File: src/rtl/jtpang_paldma.sv
// Palette DMA: copies ROM bytes into palette RAM through its CPU write port,
// taking the port from the Z80 while a transfer is in flight.
module jtpang_paldma #(
    parameter int unsigned ROMW       = 17,
    parameter bit          BLANK_ONLY = 1'b1
) (
    input  logic            clk,
    input  logic            rst_n,
    // transfer request
    input  logic            start,
    input  logic [ROMW-1:0] src_addr,
    input  logic [10:0]     dst_addr,
    input  logic            dst_bank,
    input  logic [11:0]     len,
    output logic            busy,
    output logic            done,
    input  logic            LVBL,
    // ROM / SDRAM slot
    output logic [ROMW-1:0] rom_addr,
    output logic            rom_cs,
    input  logic [7:0]      rom_data,
    input  logic            rom_ok,
    // Z80 side of the palette port
    input  logic            cpu_pal_cs,
    input  logic            cpu_wr_n,
    input  logic            cpu_bank,
    input  logic [10:0]     cpu_addr,
    input  logic [7:0]      cpu_dout,
    output logic            cpu_wait,
    // palette RAM port
    output logic            pal_cs,
    output logic            wr_n,
    output logic            pal_bank,
    output logic [10:0]     pal_addr,
    output logic [7:0]      pal_din
);

    localparam int unsigned PALW = 11;
    localparam int unsigned CNTW = 12;
    localparam int unsigned DW   = 8;

    typedef enum logic [2:0] {
        ST_IDLE,
        ST_FETCH,
        ST_WAIT_BLK,
        ST_WRITE,
        ST_DONE
    } state_t;

    state_t          state_q, state_nx;
    logic [ROMW-1:0] src_q;
    logic [PALW-1:0] dst_q;
    logic            bank_q;
    logic [CNTW-1:0] cnt_q;
    logic [DW-1:0]   buf_q;
    logic            first_q;  // first FETCH cycle: rom_ok still refers to an older request

    logic            fetch_ok;
    assign fetch_ok = !first_q && rom_ok;

    // State register
    always_ff @(posedge clk) begin
        if (!rst_n) state_q <= ST_IDLE;
        else        state_q <= state_nx;
    end

    // Next-state logic
    always_comb begin
        state_nx = state_q;
        case (state_q)
            ST_IDLE: begin
                if (start) state_nx = (len == CNTW'(0)) ? ST_DONE : ST_FETCH;
            end
            ST_FETCH: begin
                if (fetch_ok) state_nx = BLANK_ONLY ? ST_WAIT_BLK : ST_WRITE;
            end
            ST_WAIT_BLK: begin
                if (!LVBL) state_nx = ST_WRITE;
            end
            ST_WRITE: begin
                state_nx = (cnt_q == CNTW'(1)) ? ST_DONE : ST_FETCH;
            end
            ST_DONE: begin
                state_nx = ST_IDLE;
            end
            default: state_nx = ST_IDLE;
        endcase
    end

    // Transfer address/count registers and the one-byte data buffer
    always_ff @(posedge clk) begin
        if (!rst_n) begin
            src_q   <= '0;
            dst_q   <= '0;
            bank_q  <= 1'b0;
            cnt_q   <= '0;
            buf_q   <= '0;
            first_q <= 1'b0;
        end else begin
            case (state_q)
                ST_IDLE: begin
                    if (start) begin
                        src_q   <= src_addr;
                        dst_q   <= dst_addr;
                        bank_q  <= dst_bank;
                        cnt_q   <= len;
                        first_q <= 1'b1;
                    end
                end
                ST_FETCH: begin
                    first_q <= 1'b0;
                    if (fetch_ok) buf_q <= rom_data;
                end
                ST_WRITE: begin
                    src_q   <= src_q + ROMW'(1);
                    dst_q   <= dst_q + PALW'(1);  // natural 11-bit wrap, bank kept
                    cnt_q   <= cnt_q - CNTW'(1);
                    first_q <= 1'b1;
                end
                default: ;
            endcase
        end
    end

    // Status and ROM request decoded straight from the state register
    assign busy     = (state_q == ST_FETCH) || (state_q == ST_WAIT_BLK) || (state_q == ST_WRITE);
    assign done     = (state_q == ST_DONE);
    assign rom_cs   = (state_q == ST_FETCH);
    assign rom_addr = src_q;

    // Palette port arbitration: DMA owns it while busy, CPU passes through otherwise
    always_comb begin
        pal_cs   = 1'b0;
        wr_n     = 1'b1;
        pal_bank = 1'b0;
        pal_addr = '0;
        pal_din  = '0;
        cpu_wait = 1'b0;
        if (rst_n) begin
            if (busy) begin
                cpu_wait = cpu_pal_cs;
                pal_cs   = (state_q == ST_WRITE);
                wr_n     = (state_q != ST_WRITE);
                pal_bank = bank_q;
                pal_addr = dst_q;
                pal_din  = buf_q;
            end else begin
                pal_cs   = cpu_pal_cs;
                wr_n     = cpu_wr_n;
                pal_bank = cpu_bank;
                pal_addr = cpu_addr;
                pal_din  = cpu_dout;
            end
        end
    end

endmodule

File: config.mk
export PLATFORM = sky130hd
export DESIGN_NAME = jtpang_paldma
export DESIGN_NICKNAME = d
export VERILOG_FILES = /design/src/rtl/jtpang_paldma.sv
export SDC_FILE = /design/constraint.sdc
export NUM_CORES = 1
export LEC_CHECK = 0
export ABC_CLOCK_PERIOD_IN_PS = 3800
export CELL_PAD_IN_SITES_DETAIL_PLACEMENT = 2
export CELL_PAD_IN_SITES_GLOBAL_PLACEMENT = 2
export CORE_MARGIN = 5
export CORE_UTILIZATION = 27
export CTS_BUF_LIST = sky130_fd_sc_hd__clkbuf_8
export CTS_CLUSTER_DIAMETER = 40
export CTS_CLUSTER_SIZE = 8
export DETAILED_ROUTE_END_ITERATION = 10
export PLACE_DENSITY = 0.95
export SLEW_MARGIN = 20
export SYNTH_ARGS = -nofsm -noshare
export SYNTH_HDL_FRONTEND = slang
export SYNTH_SLANG_ARGS = --single-unit
export TNS_END_PERCENT = 50
File: constraint.sdc
create_clock -name clk -period 3.8 [get_ports clk]
set_input_delay 0.38 -clock clk [delete_from_list [all_inputs] [get_ports clk]]
set_output_delay 0.38 -clock clk [all_outputs]
set_load 0.02 [all_outputs]
# == Yosys cells after proc, flatten, opt, wreduce, memory -nomap -nowiden ==
# Index checks and enable logic that the tools add are counted.
# totals
ff_bits,53
in_bits,76
out_inout_bits,43
wordCells,58
# op_classes
addsub,3
eq_ne,9
n_mux,26
reduce_logical,13
# ops
op,count
case mux 17 bit (2 select lines),1
2-to-1 mux 11 bit,3
case mux 12 bit (2 select lines),1
case mux 11 bit (2 select lines),1
"adder 17 x 1 -> 17 bit, second input constant",1
2-to-1 mux 17 bit,1
2-to-1 mux 8 bit,2
2-to-1 mux 3 bit,5
"equality test 12 x 1 -> 1 bit, second input constant",1
logical NOT 12 bit,1
2-to-1 mux 12 bit,1
case mux 3 bit (4 select lines),1
"subtractor 12 x 1 -> 12 bit, second input constant",1
"adder 11 x 1 -> 11 bit, second input constant",1
2-to-1 mux 1 bit,9
AND reduction 2 bit,4
"equality test 3 x 2 -> 1 bit, second input constant",2
"!= test 2 bit, second input constant",2
"equality test 3 x 1 -> 1 bit, second input constant",1
"equality test 3 bit, second input constant",1
logical NOT 3 bit,1
"!= test 3 x 2 -> 1 bit, second input constant",1
case mux 1 bit (3 select lines),1
AND reduction 3 bit,1
6 further kinds,7

# == Logic depth before layout (Yosys ltp) ==
# logic_depth
depth_word,5
ltp_mapped,8
ltp_nobuf,5

# == Worst setup path after synthesis ==
# Ideal clock, no wire load.
# synth_path
path_type,reg-to-reg
from,register state_q[1]
to,register buf_q[0]
setup_ns,0.128
arrival_ns,1.924
required_ns,3.672
setup_slack_ns,1.749
stages_incl_launch_ff,7
n_path_buf,2
synth_period_minus_slack_ns,2.051
cell_sequence,dfxtp_1 > buf_4 > clkbuf_1 > nor3b_1 > nand2_1 > mux2i_1 > nor2_1
# synth_via
elab_chain_len,2
# synth_rtl
element,line,source
start: declaration,50,"state_t state_q, state_nx;"
start signal: assignment,64,else state_q <= state_nx;
equality test 3 x 1 -> 1 bit,--,
named net rom_cs,20,"output logic rom_cs,"
AND reduction 2 bit (no source line),--,
end signal: assignment,112,if (fetch_ok) buf_q <= rom_data;
end: declaration,55,logic [DW-1:0] buf_q;
# The timed path passes the listed nets, and every way through them passes these cells.
# A chain may end at the register's enable or synchronous reset.

# == Final worst setup path ==
# layout_path
from,register state_q[1]
to,output port pal_addr[10]
# layout_via
elab_chain_len,5
elab_cells_between_ends,7
classes_between,eq/ne: 3; mux: 2; reduce/logical: 2
# layout_rtl
element,line,source
equality test 3 x 1 -> 1 bit or equality test 3 x 2 -> 1 bit (tied branches),126,assign busy = (state_q == ST_FETCH) || (state_q == ST_WAIT_BLK) || (state_q == ST_WRITE);
logical OR 1 bit,126,
logical OR 1 bit *,126,
2-to-1 mux 11 bit *,140,if (busy) begin
2-to-1 mux 11 bit *,139,if (rst_n) begin
end: declaration,34,"output logic [10:0] pal_addr,"
# Every way passes the cells marked *; elsewhere a longest branch is shown, timed or not.

==> metrics <==
Worst-Skew Late Latency 0.32 ns; Multi-input gate area 0.00192 mm^2; top cells by area, synth dfxtp_1 (33%), nand2_1 (8.6%), a21oi_1 (5.5%), nor2_1 (4.5%), nand3_1 (3.5%); Max Slew Vio Count 0; I/O pin cnt 119; Critical Path RT 3.42 ns; Core Area 0.0115 mm^2; worst min path class flip-flop to flip-flop; Setup-failing EPs final 0; Overflow after GRT 0; clock share of power 26.4%; Crit. End Element output port; yosys warns 0; CTS Buf Count 5; WS Path Type flip-flop to output port; async set or reset register ratio after synthesis 0%; Leak 1.59 nW; Post-synth EDFFs 0; Detailed Route WL 13100 um; status finished, final reports clean; DR pass1 iterations 4; Synth cell types 59; Avg Synthesized Cell Area 7.65 um^2; post-CTS setup buffer count 0; H-tree depth 2; Setup TNS 0 ns; Reg power frac 43.3%; Clock Pin Slew Worst Setup and Hold Paths 0.11 ns; Avg WL per Cell 19.9 um; Final Cycle Share 90.5%; die area 0.0141 mm^2; commonest non-fill, non-tap cell in the layout clkdlybuf4s50_1; antenna fix cells 0; CP startpoint state_q[1]; unrepaired setup endpoints after global routing false; r2r endpoint cnt_q[9]; Core Util, Final 39.5%; layout cell share with drive strength beyond 1 6.21%; FF/Latch Area 0.00106 mm^2; Fin Clk Skew 0.0172 ns; Die Y 119 um; Initial Util 27.8%; Yosys reg bits 53; fmax 291 MHz; ANT nets after route 0; initial antenna violation count 0; CTS tree done; minimum clock period 3.44 ns; post-synth top area share 33.3%; CP arrival 3.06 ns; Worst VDD drop 0.147 mV; Via-to-Cell Ratio 5.53; leading register cell type out of synthesis dfxtp_1; Comb pwr share 30.3%; Max-cap violations 0; Final nets 595; worst-path maximum fanout 23; Mapped Cells 416; cell-internal power 1.02 mW; total track usage 17.9%; GP Congestion 0.854; largest net degree at the start of global routing 42; area leader, netlist dfxtp_1; Seq/Total Area, Yosys 33.3%; placed insts 651; Slew HR 36.0%; pwr dens 339 mW/mm^2; Clock Tree Root clkbuf_8; initial DRC count 171; Tot Pwr 1.53 mW; Register-to-Register Path Depth 4; Max Root-Sink Buffers 2; vias post-DR 3638; Area Overhead vs Synth 42.2%; post-DP HPWL 9720 um; Hold Fails Final Rpt 0; syn nets 496; Sink Count 53; Tightest Pin Transition 0.956 ns; synthesized cell area 0.00318 mm^2; Die Wd 119 um; Rows 39; cts-stage hold buffer count 0; # DRC 0; vias in the first global route 3935; Fill cells 1307; non-filler cells in the finished layout 658; register-to-register setup slack 1.33 ns; most frequent cells in the layout clkdlybuf4s50_1 (118), nand2_1 (73), dfxtp_1 (53); switching part of the total power 33.8%; NetSw 0.518 mW; RR Startpoint state_q[1]; IO buf count 118; first-pass GRT wire length 21000 um; CP Launch Type flip-flop; worst setup path endpoint pal_addr[10]
==> cell families (layout without fill, tap and decap cells) <==
logic type	count (synthesis)	count (layout)	share of synthesized area, %
flops	53	53	33.3
simple gates	197	197	31.7
mux	13	13	4.24
compound gates	109	109	22.9
fa+ha+maj	4	4	1.57
buf+inv	40	139	6.29
==> worst min path at each step <==
stage                     slack [ns]  endpoint   start  cells past startpoint
final                           0.48    bank_q  bank_q                      2
after global routing            0.50    bank_q  bank_q                      2
after CTS                       0.48    bank_q  bank_q                      2
after detailed placement        0.47    bank_q  bank_q                      2
after global placement          0.45    bank_q  bank_q                      2
after floorplan                 0.44    bank_q  bank_q                      2
==> state kept, by name, indices dropped and copies added, names as in the netlist <==
| name | count |
|---|---|
| rom_addr | 17 |
| buf_q | 8 |
| bank_q | 1 |
| first_q | 1 |
| dst_q | 11 |
| cnt_q | 12 |
| state_q | 3 |
==> worst max-delay path: stages (launching register included) <==
cell	delay [ns]
dfxtp_1	0.72
nor2_1	0.16
or2_2	0.51
clkinvlp_4	0.38
nand2_1	0.14
a21oi_1	0.16
clkdlybuf4s50_1	0.66
==> per-stage QoR <==
stage | hold WS [ns] | cell area [um^2] | worst slack (ns)
after CTS | 0.485 | 4520 | -0.0284
after global routing | 0.503 | 4530 | 0.108
final | 0.480 | 4530 | 0.363
after floorplan | 0.437 | 3180 | 1.75
after detailed placement | 0.469 | 4420 | 0.394
after global placement | 0.454 | 4420 | 0.627
==> power groups by stage <==
stage          logic, mW  registers [mW]  clock network (mW)
2_1_floorplan      0.246           0.666                   0
3_3_place_gp       0.444           0.669                   0
3_5_place_dp       0.467           0.675                   0
4_1_cts            0.470           0.662               0.416
5_1_grt            0.505           0.671               0.437
6_report           0.465           0.664               0.405
==> metal layers <==
layer  vias up  GRT usage (%)  wire length [um]
li1       1734              -                 -
met1      1803           21.9              5610
met2        84           32.5              6780
met3        17           3.34               539
met4         0           3.61               172
met5         -              0                 0
==> synthesized netlist by cell type (2+ instances only) <==
cell	number
a2bb2oi_1	5
nand4_1	4
or2_2	3
buf_6	3
a31oi_1	15
nor3_1	3
nand3_1	22
mux2_2	4
or3_4	2
buf_1	2
a21oi_1	35
inv_1	8
ha_1	4
o31a_1	2
a311oi_1	5
or4_1	6
a221oi_1	5
nand2_1	73
buf_4	3
o211ai_1	7
a22oi_1	7
and3b_1	2
a32oi_1	3
or2_1	3
nor2_1	38
and3_1	6
o21ai_0	9
or3_1	4
dfxtp_1	53
o221ai_1	2
mux2i_1	9
nand4b_1	4
a211oi_1	6
clkbuf_1	13
nor4_1	11
and2_1	3
buf_2	9
nor2b_1	2
==> what timing repair did <==
item	CTS	global route
gates cloned	0	0
setup endpoints to repair	1	22
gates resized for setup	0	2
==> cell type report <==
type	count	share of cell area, %
clock buffers	5	1.52
multi-input cells	323	42.5
repair buffers	123	26.9
clock inverters	2	0.857
well taps	143	3.95
inverters	9	0.829
flip-flops and latches	53	23.4
(Power assumes the default switching activity.)
